<file path="src/rtl/bus_pkg.sv">
// -----------------------------------------------------------------------------
// bus_pkg
// Shared definitions for the serial system bus: master_port FSM state
// encodings, the bmode values, and a helper that sizes the bit counter.
// Imported by master_port, serial_shifter, slave_interface and the arbiter.
// -----------------------------------------------------------------------------
package bus_pkg;

    typedef enum logic [2:0] {
        IDLE,
        REQ,
        ADDR,
        WDATA,
        RWAIT,
        SPLIT,
        RDATA,
        DONE
    } state_t;

    localparam logic MODE_READ  = 1'b0;
    localparam logic MODE_WRITE = 1'b1;

    // Bit counter wide enough to index the longer of the address or data field.
    function automatic int cnt_width(input int addr_width, input int data_width);
        return $clog2((addr_width > data_width) ? addr_width : data_width) + 1;
    endfunction

endpackage

</file>
<file path="src/rtl/serial_shifter.sv">
// -----------------------------------------------------------------------------
// serial_shifter
// Datapath for master_port: holds the latched address and write data and
// presents them one bit at a time (PISO, LSB first), and assembles serial read
// data into a parallel word (SIPO). The bit counter lives here; sequencing is
// done by the FSM in master_port.
// Ports:
//   clk, rstn        clock, synchronous active-low reset
//   load             latch addr/wdata, clear rdata and the counter
//   addr, wdata      parallel request fields to latch
//   cnt_clr          restart the counter at 0
//   shift            advance the counter by one
//   sel_data         bit_out selects wdata (1) or addr (0)
//   capture          store brdata into rdata[cnt]
//   brdata           serial read bit
//   cnt              current bit index
//   bit_out          addr[cnt] or wdata[cnt]
//   rdata            assembled read word
// -----------------------------------------------------------------------------
module serial_shifter
    import bus_pkg::*;
#(
    parameter int ADDR_WIDTH = 12,
    parameter int DATA_WIDTH = 8,
    parameter int CNT_WIDTH  = cnt_width(ADDR_WIDTH, DATA_WIDTH)
) (
    input  logic                  clk,
    input  logic                  rstn,
    input  logic                  load,
    input  logic [ADDR_WIDTH-1:0] addr,
    input  logic [DATA_WIDTH-1:0] wdata,
    input  logic                  cnt_clr,
    input  logic                  shift,
    input  logic                  sel_data,
    input  logic                  capture,
    input  logic                  brdata,
    output logic [CNT_WIDTH-1:0]  cnt,
    output logic                  bit_out,
    output logic [DATA_WIDTH-1:0] rdata
);

    // Index widths matched to each field so the selects are exact.
    localparam int AIW = (ADDR_WIDTH > 1) ? $clog2(ADDR_WIDTH) : 1;
    localparam int DIW = (DATA_WIDTH > 1) ? $clog2(DATA_WIDTH) : 1;

    logic [ADDR_WIDTH-1:0] addr_q;
    logic [DATA_WIDTH-1:0] wdata_q;

    always_ff @(posedge clk) begin
        if (!rstn) begin
            addr_q  <= '0;
            wdata_q <= '0;
            rdata   <= '0;
            cnt     <= '0;
        end else begin
            if (load) begin
                addr_q  <= addr;
                wdata_q <= wdata;
                rdata   <= '0;
            end else if (capture) begin
                rdata[cnt[DIW-1:0]] <= brdata;
            end

            if (load || cnt_clr) begin
                cnt <= '0;
            end else if (shift) begin
                cnt <= cnt + CNT_WIDTH'(1);
            end
        end
    end

    assign bit_out = sel_data ? wdata_q[cnt[DIW-1:0]] : addr_q[cnt[AIW-1:0]];

endmodule

</file>
<file path="src/rtl/master_port.sv">
// -----------------------------------------------------------------------------
// master_port
// Initiator end of the serial system bus. Accepts one parallel read/write
// request from a local device, requests the bus, shifts the address (and write
// data) out LSB first, collects serial read data and returns it in parallel.
// All outputs are registered.
// Configuration macro: MASTER_TIMEOUT_EN -- when defined, a read that sees no
// brvalid for TIMEOUT cycles in RWAIT/SPLIT completes with dev_err=1.
// Ports:
//   clk, rstn                 clock, synchronous active-low reset
//   dev_valid/dev_ready       device request handshake
//   dev_wen, dev_addr,
//   dev_wdata                 request fields, sampled with dev_valid
//   dev_rdata, dev_done,
//   dev_err                   completion: 1-cycle pulse with read data / error
//   mreq, mgrant, msplit      arbiter request, grant, split indication
//   sready                    selected slave ready
//   bwdata, bmode, bwvalid    serial write bit, transaction mode, bit valid
//   brdata, brvalid           serial read bit and its valid
// -----------------------------------------------------------------------------
module master_port
    import bus_pkg::*;
#(
    parameter int ADDR_WIDTH = 12,
    parameter int DATA_WIDTH = 8,
    parameter int TIMEOUT    = 255
) (
    input  logic                  clk,
    input  logic                  rstn,
    input  logic                  dev_valid,
    output logic                  dev_ready,
    input  logic                  dev_wen,
    input  logic [ADDR_WIDTH-1:0] dev_addr,
    input  logic [DATA_WIDTH-1:0] dev_wdata,
    output logic [DATA_WIDTH-1:0] dev_rdata,
    output logic                  dev_done,
    output logic                  dev_err,
    output logic                  mreq,
    input  logic                  mgrant,
    input  logic                  msplit,
    input  logic                  sready,
    output logic                  bwdata,
    output logic                  bmode,
    output logic                  bwvalid,
    input  logic                  brdata,
    input  logic                  brvalid
);

    localparam int CW = cnt_width(ADDR_WIDTH, DATA_WIDTH);

    if (TIMEOUT < 1) begin : g_bad_timeout
        $error("master_port: TIMEOUT must be at least 1");
    end

    state_t state, state_nxt;
    logic   wen_q;

    logic                  load, cnt_clr, shift, sel_data, capture;
    logic [CW-1:0]         cnt;
    logic                  bit_out;
    logic [DATA_WIDTH-1:0] rdata;

    logic                  dev_ready_nxt, dev_done_nxt, dev_err_nxt;
    logic                  mreq_nxt, bwdata_nxt, bmode_nxt, bwvalid_nxt;
    logic [DATA_WIDTH-1:0] dev_rdata_nxt;

    logic timeout_hit;  // wait budget exhausted this cycle
    logic timed_out;    // current transaction ended by timeout

    serial_shifter #(
        .ADDR_WIDTH (ADDR_WIDTH),
        .DATA_WIDTH (DATA_WIDTH),
        .CNT_WIDTH  (CW)
    ) u_shifter (
        .clk      (clk),
        .rstn     (rstn),
        .load     (load),
        .addr     (dev_addr),
        .wdata    (dev_wdata),
        .cnt_clr  (cnt_clr),
        .shift    (shift),
        .sel_data (sel_data),
        .capture  (capture),
        .brdata   (brdata),
        .cnt      (cnt),
        .bit_out  (bit_out),
        .rdata    (rdata)
    );

`ifdef MASTER_TIMEOUT_EN
    localparam int WAIT_WIDTH = $clog2(TIMEOUT + 1);

    logic [WAIT_WIDTH-1:0] wait_cnt;
    logic                  wait_state;

    assign wait_state  = (state == RWAIT) || (state == SPLIT);
    assign timeout_hit = wait_state && !brvalid && (wait_cnt == WAIT_WIDTH'(TIMEOUT - 1));

    // ADDR always precedes RWAIT, so clearing there restarts the budget on entry.
    always_ff @(posedge clk) begin
        if (!rstn) begin
            wait_cnt  <= '0;
            timed_out <= 1'b0;
        end else begin
            if (state == ADDR) begin
                wait_cnt <= '0;
            end else if (wait_state && !brvalid) begin
                wait_cnt <= wait_cnt + WAIT_WIDTH'(1);
            end

            if (state == IDLE) begin
                timed_out <= 1'b0;
            end else if (timeout_hit) begin
                timed_out <= 1'b1;
            end
        end
    end
`else
    assign timeout_hit = 1'b0;
    assign timed_out   = 1'b0;
`endif

    always_comb begin
        // NOTE: every signal driven here gets a default first, so no path
        // through the case leaves one unassigned and no latch is inferred.
        state_nxt     = state;
        dev_ready_nxt = dev_ready;
        dev_done_nxt  = 1'b0;
        dev_err_nxt   = 1'b0;
        dev_rdata_nxt = dev_rdata;
        mreq_nxt      = mreq;
        bwdata_nxt    = 1'b0;
        bwvalid_nxt   = 1'b0;
        bmode_nxt     = bmode;
        load          = 1'b0;
        cnt_clr       = 1'b0;
        shift         = 1'b0;
        sel_data      = 1'b0;
        capture       = 1'b0;

        case (state)
            IDLE: begin
                if (dev_valid) begin
                    load          = 1'b1;
                    dev_ready_nxt = 1'b0;
                    mreq_nxt      = 1'b1;
                    bmode_nxt     = dev_wen;
                    state_nxt     = REQ;
                end
            end
            REQ: begin
                if (mgrant && sready) begin
                    cnt_clr   = 1'b1;
                    state_nxt = ADDR;
                end
            end
            ADDR: begin
                bwvalid_nxt = 1'b1;
                bwdata_nxt  = bit_out;
                bmode_nxt   = wen_q;
                if (cnt == CW'(ADDR_WIDTH - 1)) begin
                    cnt_clr   = 1'b1;
                    state_nxt = (wen_q == MODE_WRITE) ? WDATA : RWAIT;
                end else begin
                    shift = 1'b1;
                end
            end
            WDATA: begin
                sel_data    = 1'b1;
                bwvalid_nxt = 1'b1;
                bwdata_nxt  = bit_out;
                if (cnt == CW'(DATA_WIDTH - 1)) begin
                    state_nxt = DONE;
                end else begin
                    shift = 1'b1;
                end
            end
            RWAIT, SPLIT: begin
                // brvalid outranks both a simultaneous split and the timeout.
                if (brvalid) begin
                    capture   = 1'b1;
                    shift     = 1'b1;
                    state_nxt = RDATA;
                end else if (timeout_hit) begin
                    mreq_nxt  = 1'b0;
                    state_nxt = DONE;
                end else if (state == RWAIT && msplit) begin
                    mreq_nxt  = 1'b0;
                    state_nxt = SPLIT;
                end
            end
            RDATA: begin
                // A cycle without brvalid simply waits for the next bit.
                if (brvalid) begin
                    capture = 1'b1;
                    if (cnt == CW'(DATA_WIDTH - 1)) begin
                        state_nxt = DONE;
                    end else begin
                        shift = 1'b1;
                    end
                end
            end
            DONE: begin
                dev_done_nxt  = 1'b1;
                dev_err_nxt   = timed_out;
                dev_rdata_nxt = timed_out ? '0 : rdata;
                dev_ready_nxt = 1'b1;
                mreq_nxt      = 1'b0;
                bmode_nxt     = MODE_READ;
                state_nxt     = IDLE;
            end
            default: state_nxt = IDLE;
        endcase
    end

    always_ff @(posedge clk) begin
        // NOTE: non-blocking assignments here so every register samples the
        // pre-edge values, independent of statement order.
        if (!rstn) begin
            state     <= IDLE;
            wen_q     <= MODE_READ;
            dev_ready <= 1'b1;
            dev_rdata <= '0;
            dev_done  <= 1'b0;
            dev_err   <= 1'b0;
            mreq      <= 1'b0;
            bwdata    <= 1'b0;
            bmode     <= MODE_READ;
            bwvalid   <= 1'b0;
        end else begin
            state     <= state_nxt;
            dev_ready <= dev_ready_nxt;
            dev_rdata <= dev_rdata_nxt;
            dev_done  <= dev_done_nxt;
            dev_err   <= dev_err_nxt;
            mreq      <= mreq_nxt;
            bwdata    <= bwdata_nxt;
            bmode     <= bmode_nxt;
            bwvalid   <= bwvalid_nxt;
            if (load) begin
                wen_q <= dev_wen;
            end
        end
    end

endmodule

</file>
<file path="config.mk">
export PLATFORM = sky130hd
export DESIGN_NAME = master_port
export DESIGN_NICKNAME = d
export VERILOG_FILES = /design/src/rtl/bus_pkg.sv /design/src/rtl/serial_shifter.sv /design/src/rtl/master_port.sv
export SDC_FILE = /design/constraint.sdc
export NUM_CORES = 1
export LEC_CHECK = 0
export ABC_AREA = 1
export BUFFER_PORTS_ARGS = -buffer_cell sky130_fd_sc_hd__buf_2
export CORE_ASPECT_RATIO = 0.75
export CORE_UTILIZATION = 50
export CTS_CLUSTER_SIZE = 28
export DETAILED_ROUTE_END_ITERATION = 10
export GPL_TIMING_DRIVEN = 0
export HOLD_SLACK_MARGIN = 0.12
export PLACE_DENSITY_LB_ADDON = 0.05
export REMOVE_ABC_BUFFERS = 1
export SETUP_SLACK_MARGIN = 0.5
export SLEW_MARGIN = 20
export SYNTH_ARGS = -nofsm -noshare
export SYNTH_HDL_FRONTEND = slang
export SYNTH_SLANG_ARGS = --single-unit
</file>
<file path="constraint.sdc">
create_clock -name clk -period 2 [get_ports clk]
set_clock_uncertainty 0.05 [all_clocks]
set_input_delay 0.3 -clock clk [delete_from_list [all_inputs] [get_ports clk]]
set_output_delay 0.3 -clock clk [all_outputs]
set_load 0.02 [all_outputs]
</file>
==> flow_summary.toml, run 1 <==
[setup_path]
endpoint_kind = "register"
cp_slowest_stage_delay_ps = 400
timing.critical_path.mode_cell = "nand2_1"
setup.worst_path.class = "register to register"
reg2reg_depth = 7
path_cells = "nand2_1 -> nand2_1 -> nor2_4 -> clkinvlp_4 -> nor2_1 -> nand2_1 -> a21oi_1"
reg2reg_to = "u_shifter.rdata[5]"
cp_slowest_cell = "dfxtp_4"
worstPathArrival_ps = 1680
setup.worst_path.end = "u_shifter.rdata[5]"
rrSetupSlack_ps = 520
crit_required_ps = 2190
reg2reg_from = "state[1]"
start_kind = "register"
critPathLaunch = "state[1]"
critPathMaxFanout = 10

[synthesis]
synth_seq_cells = 51
synthArstFlopShare_pct = 0
synth_cells = 325
ys_types = 30
avgSynthCellArea_um2 = 7.238
synth.area.top_cells = "dfxtp_1 (43%), nand2_1 (12%), a21oi_1 (8.1%)"
netlist_area_um2 = 2352
synth_edf_count = 0
ys_seq_area_share_pct = 43.40
yosys.area.top_type_share_pct = 43.40
ys_warn_count = 0
synth_top_area_cell = "dfxtp_1"
ys.flop_type = "dfxtp_1"

[grt]
grt_overflow_total = 0
grt_max_degree = 19
grt_pass1_wl_um = 9349
track_usage_pct = 26.15
grt_antenna_before_repair = 0
grt_pass1_vias = 1858

[clock_network]
cts_buffer_depth = 2
htree_num_levels = 2
ctsHoldBuffers = 0
cts_tree = "yes"
cts_buffers = 5
clock-sinks = 51
clk_latency_ps = 310
clkTransAtPathRegs_ps = 100
cts-root-buf = "clkbuf_8"

[detailed_routing]
vias = 2428
first_pass_iters = 5
drc = 0
drt_wl_total_um = 6460
wire_per_inst_um = 14.65
drt_iter0_markers = 223
drtAntennaViolNets = 0
vias_per_cell = 5.506

[die]
dieArea_um2 = 4986
die_y_um = 61.40
core.rowCount = 21
die_x_um = 81.20
start_util_pct = 52.35
pin_count = 44
core_um2 = 4493

[sta]
hold_violations = 0
timing.final.crit_share_pct = 74.15
finalMaxSlewViolations = 0
setup_ws_ps = 517.0
rsz0062_at_grt = "yes"
min_period_ps = 1483
setup_tns_ps = 0
fmax_mhz = 674.3
setup_violations = 0

[final_layout]
drive_gt1_share_pct = 29.69
layout.nets = 413
area_growth_pct = 26.76
antenna_cells = 0

[power_and_ir_drop]
powerDensity_nw_per_um2 = 1079
vdd_ir_drop_max_uv = 761.4
p_leak_uw = 0.001279

[placement]
dp_worst_setup_slack_ps = -99.51
place_congestion = 0.9055
io_buffers = 42
hpwl_um = 3899

[flow_run]
cap_violations = 0

[outcome]
status = "finished clean"

[min_path]
min_path_type = "input pin to register"
-- cells in the mapped netlist (2+ instances only) --
| library cell | instances |
|---|---|
| a21oi_1 | 38 |
| a22o_1 | 8 |
| buf_2 | 5 |
| buf_4 | 4 |
| clkbuf_1 | 4 |
| clkinv_1 | 2 |
| dfxtp_1 | 51 |
| inv_1 | 22 |
| inv_2 | 3 |
| nand2_1 | 75 |
| nand3_1 | 30 |
| nand3_2 | 4 |
| nand4_1 | 11 |
| nor2_1 | 27 |
| nor2_2 | 5 |
| nor3_1 | 4 |
| o21ai_0 | 19 |
-- stage by stage --
step	hold slack (ps)	cell area, µm²	util (%)	power, µW	std cells
2_1_floorplan	370.5	2271	-	1968	311
3_3_place_gp	374.4	2552	56.81	2213	410
3_5_place_dp	376.5	2552	56.81	2229	410
4_1_cts	169.2	2744	61.07	2935	423
5_1_grt	168.3	2982	66.36	3408	441
6_report	168.2	2982	66.36	3219	441
-- cells by family (layout without fill, tap and decap cells) --
group | Yosys count | after routing | share of synthesized area, %
XOR/XNOR | 1 | 1 | 0.3724
AND/OR/NAND/NOR | 160 | 161 | 30.80
adder cells (fa/ha/maj) | 1 | 1 | 0.5318
buffers and inverters | 41 | 99 | 7.766
flip-flops | 51 | 51 | 43.40
AO/OA/AOI/OAI | 70 | 70 | 16.97
other | 1 | 1 | 0.1594
-- per-layer routing --
| metal | vias up | track usage [%] | wire, µm |
|---|---|---|---|
| met1 | 1112 | 38.60 | 3178 |
| met5 | - | 0 | 0 |
| met3 | 11 | 6.222 | 394 |
| met2 | 90 | 35.77 | 2780 |
| li1 | 1215 | - | - |
| met4 | 0 | 11.73 | 107 |
-- worst min path at each step --
stage                     depth (start not counted)    startpoint                   end
after floorplan                                   2          rstn              state[1]
after global placement                            2     dev_ready             dev_ready
after detailed placement                          2     dev_ready             dev_ready
after CTS                                         3   dev_addr[6]   u_shifter.addr_q[6]
after global routing                              3  dev_wdata[7]  u_shifter.wdata_q[7]
final                                             3   dev_addr[6]   u_shifter.addr_q[6]
-- flip-flops by register name, indices dropped and copies added (netlist names) --
register	count
mreq	1
u_shifter.rdata	8
u_shifter.cnt	5
dev_done	1
bwvalid	1
bwdata	1
u_shifter.wdata_q	8
dev_rdata	8
wen_q	1
u_shifter.addr_q	12
bmode	1
state	3
dev_ready	1
-- where the power goes --
group	leakage, µW	total [µW]	switching, µW	internal (µW)
logic	0.000818	1310	815	496
clock network	0.0000412	604	358	246
registers	0.000420	1300	126	1180
total	0.00128	3220	1300	1920
-- layout by cell type (no fill, tap or decap) --
master | Yosys | routed
nor2_2 | 5 | 2
buf_2 | 5 | 42
dfxtp_1 | 51 | 44
clkbuf_8 | 0 | 5
ha_4 | 0 | 1
inv_4 | 0 | 2
nor2_4 | 0 | 6
inv_2 | 3 | 2
o21ai_0 | 19 | 17
a21oi_1 | 38 | 37
a22o_1 | 8 | 8
buf_12 | 0 | 1
o22ai_1 | 1 | 1
nor2_1 | 27 | 24
o211ai_1 | 1 | 1
nand2_4 | 1 | 3
nand4_1 | 11 | 11
xnor2_1 | 1 | 1
a21oi_2 | 0 | 1
dfxtp_2 | 0 | 1
and3_1 | 1 | 1
conb_1 | 1 | 1
o21ai_1 | 1 | 3
clkinv_2 | 0 | 2
a21boi_4 | 1 | 1
nand3_2 | 4 | 7
nand2_1 | 75 | 70
nor3_1 | 4 | 4
nand2_2 | 1 | 4
inv_1 | 22 | 18
a31oi_1 | 1 | 1
clkinvlp_4 | 0 | 6
nand3b_1 | 1 | 1
nand3_4 | 0 | 2
buf_4 | 4 | 20
nand3_1 | 30 | 26
dfxtp_4 | 0 | 6
clkbuf_1 | 4 | 1
-- critical path, delay by kind of cell, from the launching register on --
family	cells	cell delay, ps
AO/OA/AOI/OAI	1	170
buffers and inverters	1	180
flip-flops	1	400
AND/OR/NAND/NOR	5	630
-- timing repair --
item	CTS	global route
pin swaps	2	13
cloned	1	1
setup buffers	4	17
resized for setup	22	28
endpoints found under the setup margin	48	40
-- area by class of cell --
| type | instances | area, µm² |
|---|---|---|
| Fill cell | 399 | 1511 |
| Multi-Input combinational cell | 234 | 1270 |
| Sequential cell | 51 | 1045 |
| Timing Repair Buffer | 63 | 380.4 |
| Inverter | 27 | 122.6 |
| Clock buffer | 6 | 72.57 |
| Tap cell | 57 | 71.32 |
| Clock inverter | 2 | 12.51 |
| Timing Repair inverter | 1 | 7.507 |
Note: power is estimated with default switching activity, not from simulation.
==> inputs of run 2 (changes only) <==
==> constraint.sdc (replaced) <==
create_clock -name clk -period 1.45 [get_ports clk]
set_clock_uncertainty 0.05 [all_clocks]
set_input_delay 0.2175 -clock clk [delete_from_list [all_inputs] [get_ports clk]]
set_output_delay 0.2175 -clock clk [all_outputs]
set_load 0.02 [all_outputs]
==> run 2 against run 1 <==
  * The flow now finishes with violations (setup timing)
  * Non-clock buffer count grew 36
  * Routed wire length rose by 45%
  * Critical path type unchanged
  * Critical endpoint is now bwdata
  * Die area unchanged
  * Combinational power grew 120%
  * Worst hold slack got worse by 53 ps
  * Sequential cell count is the same
  * Sequential share of layout area fell by 7.8 points
  * Global-route usage increased by 3.9 points
  * Largest cell class unchanged
==> flow_summary.toml, run 2 (synthesis results as in run 1) <==
[grt]
grt_pass1_vias = 2155
grt-busiest-layer = "met2"
use_met2_pct = 46.70
track_usage_pct = 30.05
grt_pass1_wl_um = 10850
grt_overflow_total = 0
grt_antenna_before_repair = 0
grt_util_met3_pct = 5.778
grtUsageMet1_pct = 42.23
grt_max_degree = 20

[die]
core_um2 = 4493
start_util_pct = 52.35
die_x_um = 81.20
die_y_um = 61.40
pin_count = 44
dieArea_um2 = 4986
core.rowCount = 21

[sta]
finalMaxSlewViolations = 0
setup_tns_ps = -201.7
setup_ws_ps = -185.3
setup_violations = 2
min_period_ps = 1635
rsz0062_at_grt = "yes"
timing.final.crit_share_pct = 112.8
fmax_mhz = 611.5
hold_violations = 0

[clock_network]
cts_buffers = 5
cts_buffer_depth = 2
htree_num_levels = 2
cts-root-buf = "clkbuf_8"
clock-sinks = 51
clkTransAtPathRegs_ps = 100
clk_latency_ps = 320
cts_tree = "yes"

[final_layout]
num-fill-cells = 230
largest_reg_flops = 12
area_growth_pct = 66.28
final_common_cell = "nand2_1"
drive_gt1_share_pct = 53.43
layout.nets = 452
antenna_cells = 0
most-common-layout-cells = "nand2_1 (45), dfxtp_1 (30), buf_6 (29)"
regMostFlops = "u_shifter.addr_q"

[power_and_ir_drop]
p_switching_uw = 2456
seq_power_share_pct = 33.4
pwr-share-comb_pct = 51.1
p_clk_share_pct = 15.5
vdd_ir_drop_max_uv = 1327
p_int_uw = 3110
p_sw_share_pct = 44.12
p_leak_uw = 0.001611
powerDensity_nw_per_um2 = 1423

[setup_path]
start_kind = "register"
worstPathArrival_ps = 1800
critPathMaxFanout = 6
setup.worst_path.class = "register to register"
critPathLaunch = "u_shifter.cnt[0]"
reg2reg_from = "u_shifter.cnt[0]"
endpoint_kind = "register"
crit_required_ps = 1610

[placement]
io_buffers = 42
dp_worst_setup_slack_ps = -649.5
hpwl_um = 3899
place_congestion = 0.9055

[detailed_routing]
vias = 2957
drc = 0
drt_wl_total_um = 9346
wire_per_inst_um = 19.47
drtAntennaViolNets = 0
first_pass_iters = 5
vias_per_cell = 6.160
drt_iter0_markers = 348

[min_path]
min_path_type = "input pin to register"
hold_start = "dev_addr[11]"

[outcome]
violations = "setup timing"
status = "complete, but fails checks"

[flow_run]
cap_violations = 0
## run 2: worst paths after layout
| path | endpoint | slack [ps] | cells after the start |
|---|---|---|---|
| hold reg to reg | dev_ready | 410 | 2 |
| setup / recovery | bwdata | -190 | 8 |
| setup reg to reg | bwdata | -190 | 8 |
| hold / removal | u_shifter.addr_q[11] | 120 | 3 |
## run 2: timing repair
| item | 4_1_cts | 5_1_grt |
|---|---|---|
| endpoints found under the setup margin | 65 | 65 |
| hold endpoints to repair | 14 | 2 |
| cloned | 4 | 1 |
| buffers inserted | 33 | 8 |
| pin swaps | 22 | 37 |
| gates resized for setup | 126 | 116 |
| hold buffers | 14 | 2 |
## run 2: metrics by stage
stage	utilization, %	total power, µW	cells	hold slack (ps)	instance area, µm²
6_report	87.05	5566	480	115.7	3911
5_1_grt	87.05	5798	480	105.9	3911
4_1_cts	76.47	4747	469	126.2	3436
3_5_place_dp	56.81	3074	410	376.5	2552
3_3_place_gp	56.81	3052	410	374.4	2552
2_1_floorplan	-	2715	311	288.0	2271
## run 2: power groups by stage
stage | registers [µW] | clock network, µW | logic [µW]
after floorplan | 1820 | 0 | 891
after global placement | 1830 | 0 | 1220
after detailed placement | 1840 | 0 | 1240
after CTS | 1810 | 833 | 2110
after global routing | 1870 | 927 | 3000
final | 1860 | 862 | 2840
## run 2: worst max-delay path: stages (launching register included)
cell	delay [ps]
dfxtp_4	370
buf_4	160
clkinvlp_4	210
nand3_2	140
nor2_1	60
nor2_1	210
nand3_1	130
nand2_1	120
a21oi_1	70
## run 2: metal layers
| layer | vias to the layer above | share of wire (%) |
|---|---|---|
| met5 | - | 0 |
| met4 | 0 | 5.1 |
| met3 | 62 | 10 |
| met2 | 241 | 47 |
| met1 | 1361 | 38 |
| li1 | 1293 | - |
## run 2: layout make-up
class,count,area [µm²],area share [%]
Clock buffer,6,72.57,1.855
Clock inverter,2,12.51,0.3199
Inverter,27,165.2,4.223
Multi-Input combinational cell,236,1657,42.35
Sequential cell,51,1065,27.22
Tap cell,57,71.32,1.823
Timing Repair Buffer,99,852.1,21.79
Timing Repair inverter,2,16.27,0.4159
